--- config.mk ---
export PLATFORM = sky130hd
export DESIGN_NAME = swish_tile_ctrl
export DESIGN_NICKNAME = d
export VERILOG_FILES = /design/src/rtl/swish_tile_ctrl.sv
export SDC_FILE = /design/constraint.sdc
export NUM_CORES = 1
export LEC_CHECK = 0
export CORE_ASPECT_RATIO = 1.25
export CORE_UTILIZATION = 24
export CTS_CLUSTER_SIZE = 28
export DETAILED_ROUTE_END_ITERATION = 6
export GPL_ROUTABILITY_DRIVEN = 0
export RECOVER_POWER = 100
export SYNTH_ARGS = -nofsm -noshare
export SYNTH_HDL_FRONTEND = slang
export SYNTH_SLANG_ARGS = --single-unit
--- constraint.sdc ---
create_clock -name clk -period 2.3 [get_ports clk]
set_input_delay 0.575 -clock clk [delete_from_list [all_inputs] [get_ports clk]]
set_output_delay 0.575 -clock clk [all_outputs]
set_load 0.1 [all_outputs]
--- src/rtl/swish_tile_ctrl.sv ---
// rtl/swish_tile_ctrl.sv - tile sequencer streaming activations through the swish unit
// Reads, swish and writes overlap; a 3-entry result buffer absorbs write backpressure.
module swish_tile_ctrl #(
   parameter int WIDTH  = 8,
   parameter int ADDR_W = 10
) (
   input  logic              clk,
   input  logic              rst_n,
   input  logic              start,
   input  logic [ADDR_W-1:0] base_rd_addr,
   input  logic [ADDR_W-1:0] base_wr_addr,
   input  logic [ADDR_W-1:0] len,
   output logic              busy,
   output logic              done,
   output logic              rd_en,
   output logic [ADDR_W-1:0] rd_addr,
   input  logic [WIDTH-1:0]  rd_data,
   output logic [WIDTH-1:0]  sw_x,
   input  logic [WIDTH-1:0]  sw_y,
   output logic              wr_en,
   output logic [ADDR_W-1:0] wr_addr,
   output logic [WIDTH-1:0]  wr_data,
   input  logic              wr_ready
);

   typedef enum logic [1:0] {IDLE, RUN, DRAIN, DONE} state_t;

   state_t            state, state_nx;
   logic [ADDR_W-1:0] base_rd, base_wr, len_q;
   logic [ADDR_W-1:0] rd_cnt, wr_cnt;
   logic              rf;
   logic [WIDTH-1:0]  fifo [0:2];
   logic [1:0]        wptr, rptr, occ;
   logic [2:0]        inflight;
   logic              accept, push, pop, last_rd, last_wr;

   // inflight counts buffered results plus the one arriving this cycle
   assign inflight = {1'b0, occ} + {2'b0, rf};
   assign accept   = (state == IDLE) && start;
   assign push     = rf;
   assign pop      = wr_en && wr_ready;
   assign last_rd  = rd_en && (rd_cnt == len_q - 1'b1);
   assign last_wr  = pop && (wr_cnt == len_q - 1'b1);

   assign sw_x    = rd_data;
   assign rd_addr = base_rd + rd_cnt;
   assign wr_addr = base_wr + wr_cnt;
   assign wr_data = fifo[rptr];

   always_ff @(posedge clk or negedge rst_n) begin
      if (!rst_n) state <= IDLE;
      else        state <= state_nx;
   end

   always_comb begin
      state_nx = state;
      case (state)
         IDLE:    if (start) state_nx = (len == '0) ? DONE : RUN;
         RUN:     if (last_rd) state_nx = DRAIN;
         DRAIN:   if (last_wr) state_nx = DONE;
         DONE:    state_nx = IDLE;
         default: state_nx = IDLE;
      endcase
   end

   always_comb begin
      busy  = (state != IDLE);
      done  = (state == DONE);
      rd_en = (state == RUN) && (inflight < 3'd3);
      wr_en = (occ != 2'd0);
   end

   always_ff @(posedge clk or negedge rst_n) begin
      if (!rst_n) begin
         base_rd <= '0;
         base_wr <= '0;
         len_q   <= '0;
         rd_cnt  <= '0;
         wr_cnt  <= '0;
         rf      <= 1'b0;
      end else begin
         rf <= rd_en;
         if (accept) begin
            base_rd <= base_rd_addr;
            base_wr <= base_wr_addr;
            len_q   <= len;
            rd_cnt  <= '0;
            wr_cnt  <= '0;
         end else begin
            if (rd_en) rd_cnt <= rd_cnt + 1'b1;
            if (pop)   wr_cnt <= wr_cnt + 1'b1;
         end
      end
   end

   always_ff @(posedge clk or negedge rst_n) begin
      if (!rst_n) begin
         for (int i = 0; i < 3; i++) fifo[i] <= '0;
         wptr <= 2'd0;
         rptr <= 2'd0;
         occ  <= 2'd0;
      end else begin
         if (push) begin
            fifo[wptr] <= sw_y;
            wptr       <= (wptr == 2'd2) ? 2'd0 : wptr + 2'd1;
         end
         if (pop) rptr <= (rptr == 2'd2) ? 2'd0 : rptr + 2'd1;
         case ({push, pop})
            2'b10:   occ <= occ + 2'd1;
            2'b01:   occ <= occ - 2'd1;
            default: occ <= occ;
         endcase
      end
   end

endmodule

==> results.json <==
{
  "synth-seq-cells": 83,
  "cts_max_level": 3,
  "fillers": 2049,
  "syn_inst": 551,
  "clock_sinks": 83,
  "io_pins": 90,
  "fmax_mhz": 341,
  "post-route-period-util": 1.27,
  "crit_fanout": 2,
  "setup_tns_ns": -6.73,
  "drtPass1Iterations": 4,
  "globalRouteTotalUtil": 0.127,
  "relSlewSlack": 0.237,
  "synth_nets": 632,
  "fin_ws_ns": -0.631,
  "synth_top_area_frac": 0.404,
  "cp_num_buf_inv": 3,
  "gr-total-overflow": 0,
  "wirelength_um": 13300,
  "synth_ff_type": "dfrtp_1",
  "grt_pass1_wl_um": 22000,
  "drt_first_iter_violations": 128,
  "setup_viol": 21,
  "arrival_ns": 2.36,
  "vias": 4331,
  "routedWlPerCell_um": 13.7,
  "dieArea_um2": 22000,
  "antenna_cells": 0,
  "synth_edf_count": 0,
  "synth_seq_area_share": 0.404,
  "violations": "negative setup slack",
  "cts_root_buf": "clkbuf_16",
  "grt_pass1_vias": 4567,
  "cts.path.max_buffers": 2,
  "critical_path_required_ns": 1.73,
  "cp_slowest_cell": "dfrtp_1",
  "dp_cells": 944,
  "tightest_slew_ns": 1.14,
  "ys_top_cells_by_area": "dfrtp_1 40%, nand2_1 7.5%, ha_1 7.1%",
  "synth_top_cell_by_area": "dfrtp_1",
  "postRouteAntennaNets": 0,
  "nNetsFinal": 770,
  "synth_most_common_cell": "nand2_1",
  "outcome": "complete, but fails checks",
  "endpoint_kind": "output pin",
  "clk_latency_ns": 0.34,
  "period_minus_slack_ns": 2.93,
  "die_height_um": 166,
  "fin_cells": 967,
  "crit_path_frequent_cell": "inv_2",
  "vias_per_cell": 4.48,
  "async_reset_ff_frac": 1.00,
  "grt_max_degree": 84,
  "final_hold_viol_count": 0,
  "slew_violations": 0,
  "place.port_buffers": 73,
  "crit_chain": "ha_2 -> inv_2 -> fa_2 -> inv_2 -> a21oi_2 -> o21bai_1 -> a21o_1 -> a21oi_4 -> o21ai_4 -> xor2_4 -> buf_12",
  "layout-drive-gt1-share": 0.330,
  "remaining_drc_errors": 0,
  "cts_buffers": 9,
  "crit_family": "compound AO/OA/AOI/OAI gates",
  "fp.coreArea_um2": 20900,
  "drv_cap": 0,
  "skew_ns": 0.00788,
  "startpoint_type": "flip-flop",
  "rsz0062_at_grt": "true",
  "dieWidth_um": 133,
  "antenna_found_initial": 0,
  "path_class": "flip-flop to output pin",
  "ctsHoldBuffers": 0,
  "start_util": 0.246,
  "critical-path-max-stage-delay_ns": 0.35,
  "synth_cell_types": 61,
  "min_path_type": "flip-flop to flip-flop",
  "cts_tree": "built",
  "netlist_area_um2": 5140,
  "row_count": 59,
  "synth_common_cells": "103 x nand2_1, 83 x dfrtp_1, 30 x inv_1, 29 x ha_1, 28 x o21ai_0",
  "path_clk_slew_ns": 0.06,
  "areaGrowthSynthToFinish_pct": 50.9,
  "ys_warn_count": 0,
  "hpwl_um": 9940,
  "syn_area_per_cell_um2": 9.33
}
==> final timing paths <==
path,slack [ns],endpoint,from,depth (start not counted)
min,0.48,base_rd[7],base_rd[7],2
max reg2reg,-0.13,state[1],len_q[0],10
min in group asynchronous,0.60,fifo[8],rst_n,2
max in group asynchronous,0.99,base_rd[6],rst_n,2
min reg2reg,0.48,base_rd[7],base_rd[7],2
max,-0.63,wr_addr[8],wr_cnt[0],11
==> registers in the layout, summed over array words and instances (netlist names) <==
register	count
wr_cnt	10
push	1
len_q	10
base_wr	10
fifo	24
occ	2
state	2
base_rd	10
rd_cnt	10
rptr	2
wptr	2
==> metrics by stage <==
step	setup WS (ns)	hold slack, ns	instance area [um2]	util
after floorplan	-0.729	0.279	5540	-
after global placement	-0.264	0.465	7370	0.353
after detailed placement	-0.280	0.472	7370	0.353
after CTS	-0.638	0.274	7940	0.380
after global routing	-0.764	0.509	7760	0.371
final	-0.631	0.481	7760	0.371
==> kinds of logic after synthesis <==
group | count (synthesis) | share of synthesized area
compound gates | 88 | 0.108
fa+ha+maj | 33 | 0.0823
simple gates | 201 | 0.191
xor+xnor | 48 | 0.0844
mux | 35 | 0.0740
flops | 83 | 0.404
buf+inv | 63 | 0.0565
==> layout make-up <==
| cell class | instances | area (um2) | area share |
|---|---|---|---|
| Clock buffer | 10 | 229 | 0.0295 |
| Clock inverter | 5 | 78.8 | 0.0102 |
| Inverter | 31 | 116 | 0.0150 |
| Multi-Input combinational cell | 405 | 3350 | 0.432 |
| Sequential cell | 83 | 2080 | 0.268 |
| Tap cell | 274 | 343 | 0.0442 |
| Timing Repair Buffer | 159 | 1560 | 0.201 |
==> timing repair <==
item,CTS,global route
setup buffers,16,3
hold endpoints to repair,0,0
pin swaps,33,19
setup endpoints to repair,29,22
gates resized for setup,37,12
==> routing by layer <==
metal	global-route usage	routed length (um)
met2	0.221	6790
met4	0.0500	271
met5	0	0
met3	0.0370	623
met1	0.144	5580
==> worst reg2reg max path: stages, from the launching register on <==
cell and delay, ns:
dfrtp_1 0.38, inv_2 0.09, ha_4 0.13, or4b_4 0.46, buf_12 0.16, o21ai_4 0.16
a211oi_2 0.09, nor4b_2 0.26, o2111ai_2 0.21, a21oi_2 0.21, mux2i_1 0.19
==> layout by cell type (no fill, tap or decap), drive strengths merged, types with 25 or more instances in the layout <==
cell / n
ha: 29
o21ai: 30
clkdlybuf4s50: 40
nor2: 28
xnor2: 25
dfrtp: 83
nand2: 103
buf: 106
inv: 30
Power is left out: the tool's default activity adds up to more than one toggle a clock period on the data nets, which glitch-free logic cannot reach.
